==> config.mk <==
export PLATFORM = sky130hd
export DESIGN_NAME = nonce_search_ctrl
export DESIGN_NICKNAME = d
export VERILOG_FILES = /design/src/rtl/nonce_search_ctrl.sv
export SDC_FILE = /design/constraint.sdc
export NUM_CORES = 1
export LEC_CHECK = 0
export ABC_AREA = 1
export CORE_AREA = 2 2 253 255
export CTS_CLUSTER_SIZE = 20
export DETAILED_ROUTE_END_ITERATION = 10
export DIE_AREA = 0 0 255 257
export GPL_TIMING_DRIVEN = 1
export PLACE_DENSITY = 0.57
export SLEW_MARGIN = 25
export SYNTH_ARGS = -nofsm -noshare
export SYNTH_HDL_FRONTEND = slang
export SYNTH_SLANG_ARGS = --single-unit
==> constraint.sdc <==
create_clock -name clk -period 28.2 [get_ports clk]
set_input_delay 5.64 -clock clk [delete_from_list [all_inputs] [get_ports clk]]
set_output_delay 5.64 -clock clk [all_outputs]
set_load 0.02 [all_outputs]
==> src/rtl/nonce_search_ctrl.sv <==
`default_nettype none
// ============================================================================
// Module      : nonce_search_ctrl
// Description : Sequences nonce generator and SHA-256 core; stops on first
//               digest <= target, on nonce exhaustion or on hash timeout.
//               Optional attempt counter: NONCE_SEARCH_STATS_EN.
// Revision    : 1.0 - initial release
// ============================================================================
module nonce_search_ctrl #(
    parameter int NONCE_W        = 32,
    parameter int DIGEST_W       = 256,
    parameter int TIMEOUT_CYCLES = 1024
) (
    input  logic                clk,
    input  logic                rst,
    input  logic                start,
    input  logic                abort,
    input  logic [DIGEST_W-1:0] target,
    input  logic [NONCE_W-1:0]  nonce,
    input  logic                nonce_overflow,
    output logic                nonce_enable,
    output logic                nonce_restart,
    output logic                hash_start,
    output logic [NONCE_W-1:0]  hash_nonce,
    input  logic                hash_done,
    input  logic [DIGEST_W-1:0] hash_digest,
    output logic                busy,
    output logic                found,
    output logic                exhausted,
    output logic                timeout,
    output logic [NONCE_W-1:0]  golden_nonce,
    output logic [31:0]         attempts
);

    localparam logic [3:0] c_IDLE    = 4'd0;
    localparam logic [3:0] c_RESTART = 4'd1;
    localparam logic [3:0] c_ISSUE   = 4'd2;
    localparam logic [3:0] c_WAIT    = 4'd3;
    localparam logic [3:0] c_CHECK   = 4'd4;
    localparam logic [3:0] c_ADVANCE = 4'd5;
    localparam logic [3:0] c_FOUND   = 4'd6;
    localparam logic [3:0] c_EXHAUST = 4'd7;
    localparam logic [3:0] c_ERROR   = 4'd8;

    // Counter only needs to reach TIMEOUT_CYCLES-1.
    localparam int c_WCNT_W = (TIMEOUT_CYCLES > 2) ? $clog2(TIMEOUT_CYCLES) : 1;
    localparam int c_WAIT_LAST_I = (TIMEOUT_CYCLES > 0) ? TIMEOUT_CYCLES - 1 : 0;
    localparam logic [c_WCNT_W-1:0] c_WAIT_LAST = c_WCNT_W'(c_WAIT_LAST_I);

    logic [3:0]          r_state;
    logic [3:0]          w_state_nxt;
    logic [c_WCNT_W-1:0] r_wait_cnt;
    logic [DIGEST_W-1:0] r_digest;
    logic                w_hit;
    logic                w_wdog_expire;
    logic                w_accept_start;
    logic                w_issue_hash;

    assign w_hit         = (r_digest <= target);
    assign w_wdog_expire = (TIMEOUT_CYCLES != 0) && (r_wait_cnt == c_WAIT_LAST);

    always_ff @(posedge clk or posedge rst) begin
        if (rst) begin
            r_state <= c_IDLE;
        end else begin
            r_state <= w_state_nxt;
        end
    end

    always_comb begin
        w_state_nxt    = r_state;
        w_accept_start = 1'b0;
        w_issue_hash   = 1'b0;
        nonce_restart  = 1'b0;
        nonce_enable   = 1'b0;
        busy           = 1'b0;
        case (r_state)
            c_IDLE, c_FOUND, c_EXHAUST, c_ERROR: begin
                if (start) begin
                    w_state_nxt    = c_RESTART;
                    w_accept_start = 1'b1;
                end
            end
            c_RESTART: begin
                nonce_restart = 1'b1;
                busy          = 1'b1;
                w_state_nxt   = c_ISSUE;
            end
            c_ISSUE: begin
                busy = 1'b1;
                if (nonce_overflow) begin
                    w_state_nxt = c_EXHAUST;
                end else begin
                    w_state_nxt  = c_WAIT;
                    w_issue_hash = 1'b1;
                end
            end
            c_WAIT: begin
                busy = 1'b1;
                // A digest arriving on the last permitted cycle beats the watchdog.
                if (hash_done) begin
                    w_state_nxt = c_CHECK;
                end else if (w_wdog_expire) begin
                    w_state_nxt = c_ERROR;
                end
            end
            c_CHECK: begin
                busy        = 1'b1;
                w_state_nxt = w_hit ? c_FOUND : c_ADVANCE;
            end
            c_ADVANCE: begin
                nonce_enable = 1'b1;
                busy         = 1'b1;
                w_state_nxt  = c_ISSUE;
            end
            default: w_state_nxt = c_IDLE;
        endcase
        if (abort) begin
            w_state_nxt    = c_IDLE;
            w_accept_start = 1'b0;
            w_issue_hash   = 1'b0;
        end
    end

    always_ff @(posedge clk or posedge rst) begin
        if (rst) begin
            hash_start   <= 1'b0;
            hash_nonce   <= '0;
            r_wait_cnt   <= '0;
            r_digest     <= '0;
            found        <= 1'b0;
            exhausted    <= 1'b0;
            timeout      <= 1'b0;
            golden_nonce <= '0;
        end else begin
            hash_start <= w_issue_hash;
            if (w_issue_hash) begin
                hash_nonce <= nonce;
            end
            if (r_state == c_ISSUE) begin
                r_wait_cnt <= '0;
            end else if (r_state == c_WAIT && r_wait_cnt != c_WAIT_LAST) begin
                r_wait_cnt <= r_wait_cnt + c_WCNT_W'(1);
            end
            if (r_state == c_WAIT && hash_done) begin
                r_digest <= hash_digest;
            end
            if (abort || w_accept_start) begin
                found     <= 1'b0;
                exhausted <= 1'b0;
                timeout   <= 1'b0;
            end else begin
                if (r_state == c_CHECK && w_state_nxt == c_FOUND) begin
                    found        <= 1'b1;
                    golden_nonce <= hash_nonce;
                end
                if (r_state == c_ISSUE && w_state_nxt == c_EXHAUST) begin
                    exhausted <= 1'b1;
                end
                if (r_state == c_WAIT && w_state_nxt == c_ERROR) begin
                    timeout <= 1'b1;
                end
            end
        end
    end

`ifdef NONCE_SEARCH_STATS_EN
    logic [31:0] r_attempts;

    always_ff @(posedge clk or posedge rst) begin
        if (rst) begin
            r_attempts <= '0;
        end else if (w_accept_start) begin
            r_attempts <= '0;
        end else if (w_issue_hash && r_attempts != 32'hFFFF_FFFF) begin
            r_attempts <= r_attempts + 32'd1;
        end
    end

    assign attempts = r_attempts;
`else
    assign attempts = 32'd0;
`endif

endmodule
`default_nettype wire

After elaboration in Yosys (flattened, before gate mapping). Index checks and enable logic that the tools add are counted.

Output and inout bits: 103. Register bits: 338. Logic and storage cells: 64.

Multiplexer cells: 24. Reduce and logical (&&, ||, !) cells: 15. Add/subtract/negate cells: 1. $lt $le $gt $ge: 1. Eq/ne operators: 13. Bitwise gates (word level): 1.

Operators by type and width (number): $le 256x256->1 (1); $eq 4x3->1 const B (6); $mux 10 (2); $pmux 4 s5 (1); $mux 4 (4); $mux 1 (15); $add 10x1->10 const B (1); $eq 10x10->1 const B (1); $ne 10x10->1 const B (1); $eq 4x2->1 const B (2); $eq 4x4->1 const B (2); $reduce_bool 2->1 (4); $logic_and 1x1->1 (5); $reduce_or 5->1 (1); $eq 4x1->1 const B (1); $logic_not 4->1 (1); $reduce_or 4->1 (1); $mux 3 (1); $mux 2 (1); $reduce_and 2->1 (1); $reduce_or 2->1 (1); $logic_or 1x1->1 (1); $not 1->1 (1).

Logic depth before layout (Yosys ltp). Gate-level depths: netlist (run 1).

Depth after elaboration: 9. Mapped depth: 21. Depth with buffers taken out: 20.

Least setup slack after synthesis (run 1). No wires, ideal clock.

Kind: input -> register. Start: input port target[255]. End: register golden_nonce[10]. Cell stages on the path: 14. Setup slack: 20.742 ns. Arrival: 7.341 ns. Path buffers: 1. Path through: inv_1 ha_1 nand2_1 nor2_1 nand2_1 nor2_2 nand2_1 nor4_1 nand4_1 nand3_4 nand3_4 buf_6 nand2_1 nand2_1.

Longest elaborated chain between the ends: 7.

Ends and longest elaborated chain: from (decl) (RTL line 18) `input logic [DIGEST_W-1:0] target,`; $le 256x256->1 (RTL line 59) `assign w_hit = (r_digest <= target);`; $mux 2 (RTL line 109) `w_state_nxt = w_hit ? c_FOUND : c_ADVANCE;`; $pmux 4 s5 (RTL line 77) `case (r_state)`; $mux 4 (RTL line 118) `if (abort) begin`; $eq 4x3->1 (RTL line 153) `if (r_state == c_CHECK && w_state_nxt == c_FOUND) begin`; $logic_and 1x1->1 (RTL line 153); $reduce_and 2->1 (no source line); to (signal assigned) (RTL line 155) `golden_nonce <= hash_nonce;`; to (decl) (RTL line 31) `output logic [NONCE_W-1:0] golden_nonce,`.

Every way passes these cells. A chain may end at the register's enable or synchronous reset.

Worst setup path in the final report (run 1).
Start: input port target[189]. End: register golden_nonce[18].

The elaborated chain is that of the path after synthesis.

==> flow_summary.toml, run 1 <==
[route]
drt_iter0_markers = 727
route.antenna.remaining_nets = 0
wirelength_um = 65000
drc = 0
detail_route.vias_per_cell = 4.50
drt_pass1_iterations = 4
num_vias = 16600
wl_per_cell_um = 17.6

[logic_synthesis]
async_flop_share_pct = 100
yosysMostFrequentCell = "nand2_1"
synth_top_area_share_pct = 41.9
yosysWarnings = 0
netlist_area_mm2 = 0.0202
synth.distinct_cells = 33
synth_cells = 2158
synth-seq-cells = 338
synth_seq_area_share_pct = 41.9
yosysTopAreaCell = "dfrtp_1"
syn_avg_cell_area_um2 = 9.35
ys_top_cells_by_count = "490 x nand2_1, 351 x inv_1, 338 x dfrtp_1"
synth_ff_type = "dfrtp_1"
synthTopCellsByArea = "dfrtp_1 42%, ha_1 16%, mux2_2 14%, nand2_1 9.1%, inv_1 6.5%"
synth_edf_count = 0

[critical_path]
worstPathArrival_ps = 9210
worstPathRequired_ps = 28670
crit_fanout = 34
crit_top_cell = "nand2_1"
path_buf_inv = 2
startpoint_type = "primary input"
critPathCaptureType = "flip-flop"
worstSetupPathType = "in2reg"
critPathTopFamily = "simple AND/OR/NAND/NOR gates"
critPathMaxStageDelay_ps = 520
crit_slowest_cell = "nor4_1"
worstPathCellList = "clkdlybuf4s50_1 > inv_1 > ha_1 > nand2_1 > nor2_1 > nand2_1 > nor2_1 > nand2_1 > nor4_1 > nand4_1 > nand3_4 > nand3_4 > nand2_1 > nand2_1"

[pwr]
peakVddDrop_v = 0.0000577
pwr_density_cell_mw_per_mm2 = 82.9
leakagePower_uw = 0.0143

[clock_network]
clock_path_buffers = 3
cts_sinks = 338
clock_latency_ps = 590
clkTransAtPathRegs_ps = 50
cts_tree = "yes"
postCtsSetupBuffers = 0
ctsResizeCount = 0
htreeDepth = 2
clockRootBuffer = "clkbuf_16"
hold_buffers = 0
cts_buffers = 45

[global_routing]
grt_pass1_wl_um = 98700
overflow = 0
grtUsageTotal_pct = 19.6
grt_max_degree = 166
grt_pass1_vias = 17500
antenna_found_initial = 34

[outcome]
status = "finished clean"

[cells_and_area]
drive_above_1_share_pct = 12.4
seq_area_mm2 = 0.00846
finish.instance_area_mm2 = 0.0288
area_growth_pct = 42.9
fin_nets = 3593
fin_cells = 3690
multiInputGateArea_mm2 = 0.0101
fill_cells = 5989

[floorplanning]
start_util_pct = 32.2
die_w_um = 255
rows = 92
die-area_mm2 = 0.0655
core_mm2 = 0.0627
io_pins = 653
die_h_um = 257

[timing]
hold_violations = 0
report.final.slew_viol_count = 0
finalClockSkew_ps = 19.4
finalSetupViolCount = 0
rsz0062_at_grt = "false"
clock.fmax_mhz = 114
worst_pin_slew_ps = 1000
post-route-min-period_ps = 8740
fin_setup_tns_ps = 0
relSlewSlack_pct = 33.2
whs_ps = 478
period_share_pct = 31.0

[worst_hold_path]
min_path_type = "reg2reg"

[placement]
place.port_buffers = 620
hpwlAfterDp_um = 51400
placed_area_mm2 = 0.0272
placed_cells = 3584
gp_congestion = 0.870

[job]
cap_violations = 0
==> placed cells by master (no fill, tap or decap), drive strengths merged <==
master	Yosys	layout
a2111oi	1	1
a21o	11	11
ha	257	257
o21a	12	12
o21ai	28	28
nor4	3	3
and3	2	2
a31oi	1	1
nand4	46	46
o22ai	1	1
nand3	27	27
clkdlybuf4s50	0	620
diode	0	24
buf	67	9
inv	351	353
a21boi	1	1
nand3b	2	2
nor3	9	9
mux2	255	255
o21bai	1	1
clkinv	0	11
dfrtp	338	338
clkbuf	12	60
or2	1	1
conb	1	32
a21oi	124	124
clkinvlp	0	4
bufinv	0	4
nand2	490	490
a211oi	4	4
nor2	113	113
==> where the power goes <==
group	switching, uW	total [uW]	internal, uW
Clock	239	598	360
Combinational	461	946	484
Sequential	143	846	703
==> area by class of cell <==
type                       instances  area share (%)
clock buffer                      60            4.45
antenna                           24           0.208
tap                              846            3.67
multi-input combinational       1421            34.9
timing repair buffer             629            21.9
sequential                       338            29.3
clock inverter                    21           0.928
inverter                         351            4.59
==> state kept, by name, summed over array words and instances, names as in the netlist <==
signal        flops
timeout           1
r_wait_cnt       10
hash_start        1
hash_nonce       32
r_state           4
golden_nonce     32
exhausted         1
r_digest        256
found             1
==> worst register-to-register path: cells and delay by family (launching register included) <==
family / cells / cell delay, ps
simple gates: 11 / 2770
flops: 1 / 420
fa+ha+maj: 1 / 320
==> final timing paths <==
check / endpoint / startpoint / cells past startpoint / slack [ps]
setup reg to reg: golden_nonce[18]$_DFFE_PP0P_ / r_digest[255]$_DFFE_PP0P_ / 12 / 24590
min in group asynchronous: r_digest[188]$_DFFE_PP0P_ / rst / 2 / 5590
hold / removal: golden_nonce[11]$_DFFE_PP0P_ / golden_nonce[11]$_DFFE_PP0P_ / 2 / 480
setup / recovery: golden_nonce[18]$_DFFE_PP0P_ / target[189] / 14 / 19460
max in group asynchronous: r_digest[41]$_DFFE_PP0P_ / rst / 3 / 21130
hold reg to reg: golden_nonce[11]$_DFFE_PP0P_ / golden_nonce[11]$_DFFE_PP0P_ / 2 / 480
==> per-layer routing <==
layer  global-route usage [%]  wire [um]  vias up
met4                     7.89       1890       16
met1                     22.0      25400     7824
li1                         -          -     8250
met5                        0        115        -
met3                     5.98       4670      106
met2                     34.5      32900      415
==> per-stage QoR <==
| step | worst slack (ps) | power (uW) | util [%] |
|---|---|---|---|
| 2_1_floorplan | 13190 | 1450 | - |
| 6_report | 19460 | 2390 | 46.0 |
| 4_1_cts | 19440 | 2420 | 45.8 |
| 3_3_place_gp | 18930 | 1770 | 43.4 |
| 3_5_place_dp | 18800 | 1810 | 43.4 |
| 5_1_grt | 19150 | 2590 | 46.0 |
==> kinds of logic after synthesis <==
kind of cell | Yosys count | share of synthesized area (%)
flops | 338 | 41.9
mux | 255 | 14.2
buf+inv | 430 | 8.90
compound gates | 184 | 4.95
other cells | 1 | 0.0186
fa+ha+maj | 257 | 15.9
simple gates | 693 | 14.0
Power figures use the tool's default switching activity.
==> inputs of run 2 (changes only) <==
clock period = 9 ns   (was 28.2 ns; I/O delays follow)
==> flow_summary.toml, run 2 (synthesis gave the netlist of run 1 again) <==
[floorplanning]
die-area_mm2 = 0.0655
io_pins = 653
start_util_pct = 32.2
core_mm2 = 0.0627
rows = 92
die_w_um = 255
die_h_um = 257

[route]
drt_pass1_iterations = 4
num_vias = 16500
drt_iter0_markers = 591
wl_per_cell_um = 17.5
drc = 0
wirelength_um = 64500
route.antenna.remaining_nets = 0
detail_route.vias_per_cell = 4.49

[outcome]
status = "finished clean"

[timing]
report.final.slew_viol_count = 0
rsz0062_at_grt = "false"
post-route-min-period_ps = 4760
relSlewSlack_pct = 33.4
worst_pin_slew_ps = 998
finalClockSkew_ps = 15.2
period_share_pct = 52.9
setup_ws_ps = 4240
fin_setup_tns_ps = 0
clock.fmax_mhz = 210
hold_violations = 0
finalSetupViolCount = 0

[clock_network]
cts_tree = "yes"
clock_latency_ps = 580
cts_sinks = 338
htreeDepth = 2
clockRootBuffer = "clkbuf_16"
hold_buffers = 0
clkTransAtPathRegs_ps = 60
postCtsSetupBuffers = 0
clock_path_buffers = 3
ctsResizeCount = 0
cts_buffers = 43

[placement]
place.port_buffers = 620
placed_cells = 3586
gp_congestion = 0.862
hpwlAfterDp_um = 51400
preCtsSetupSlack_ps = 3480

[pwr]
total_power_uw = 7510
pwr_density_cell_mw_per_mm2 = 260
leakagePower_uw = 0.0143
peakVddDrop_v = 0.000163

[critical_path]
crit_fanout = 34
critPathCaptureType = "flip-flop"
worstSetupPathType = "in2reg"
crit_top_cell = "nand2_1"
path_buf_inv = 2
crit_slowest_cell = "clkdlybuf4s50_1"
critPathMaxStageDelay_ps = 460
critPathTopFamily = "simple AND/OR/NAND/NOR gates"
worstPathCellList = "clkdlybuf4s50_1 > inv_1 > ha_1 > nand2_1 > nor2_1 > nand2_1 > nor2_1 > nand2_1 > nor3_1 > nand4_1 > nand3_4 > nand3_4 > nand2_1 > nand2_1"
startpoint_type = "primary input"
worstPathRequired_ps = 9460
worstPathArrival_ps = 5220

[cells_and_area]
fin_nets = 3592
largest_register_ffs = 256
drive_above_1_share_pct = 12.2
final_common_cell = "clkdlybuf4s50_1"
top_regs = "r_digest: 256 flops, golden_nonce: 32 flops, hash_nonce: 32 flops"
fin_cells = 3687
fin_util_pct = 46.0
mostFrequentLayoutCells = "620 x clkdlybuf4s50_1, 490 x nand2_1, 350 x inv_1"
area_growth_pct = 42.9
top_register = "r_digest"

[global_routing]
antenna_found_initial = 31
grt_pass1_vias = 17400
overflow = 0
grtUsageTotal_pct = 19.5
grt_max_degree = 137
grt_pass1_wl_um = 97700

[worst_hold_path]
min_path_type = "reg2reg"

[job]
cap_violations = 0
## run 2: cell count changes in the layout (fill, tap and decap cells not counted), moves of 2 or more
cell        previous run  this run
clkinv_2               8         6
clkbuf_16             45        43
inv_16                 3         1
clkinvlp_4             4         1
clkbuf_1               5         9
bufinv_16              4         8
diode_2               24        22
clkinv_8               0         2
## run 2: area by class of cell
class	count	area [um2]
inverter	351	1320
antenna	22	55.1
timing repair buffer	630	6310
sequential	338	8460
clock inverter	18	332
tap	846	1060
multi-input combinational	1421	10100
fill	5964	33900
clock buffer	61	1230
## run 2: worst min-delay path, stage by stage, from the launching register on
cell     delay (ps)
dfrtp_1         340
nand2_1          50
nand2_1          50
## run 2: report_power, final
group          switching [uW]  internal, uW
Sequential                431          2200
Clock                     726          1190
Combinational            1440          1510
Total                    2600          4910
## run 2: path summary, 6_finish.rpt
kind	cells after the start	startpoint	slack, ps	endpoint
max in group asynchronous	3	rst	6080	r_digest[235]$_DFFE_PP0P_
max reg2reg	12	r_digest[127]$_DFFE_PP0P_	5550	golden_nonce[28]$_DFFE_PP0P_
max	14	target[127]	4240	golden_nonce[28]$_DFFE_PP0P_
min in group asynchronous	2	rst	1690	r_digest[183]$_DFFE_PP0P_
min	2	golden_nonce[14]$_DFFE_PP0P_	470	golden_nonce[14]$_DFFE_PP0P_
min reg2reg	2	golden_nonce[14]$_DFFE_PP0P_	470	golden_nonce[14]$_DFFE_PP0P_
## run 2: layer usage
| layer | vias to the layer above | track usage, % | share of wire (%) |
|---|---|---|---|
| li1 | 8236 | - | - |
| met1 | 7778 | 22.3 | 40 |
| met2 | 403 | 33.9 | 50 |
| met3 | 118 | 5.46 | 6.9 |
| met4 | 14 | 7.93 | 3.2 |
| met5 | - | 0 | 0.14 |
## run 2: per-stage QoR
stage	area (um2)	hold slack [ps]
after floorplan	20300	461
after global placement	27200	455
after detailed placement	27200	457
after CTS	28800	472
after global routing	28800	485
final	28800	472
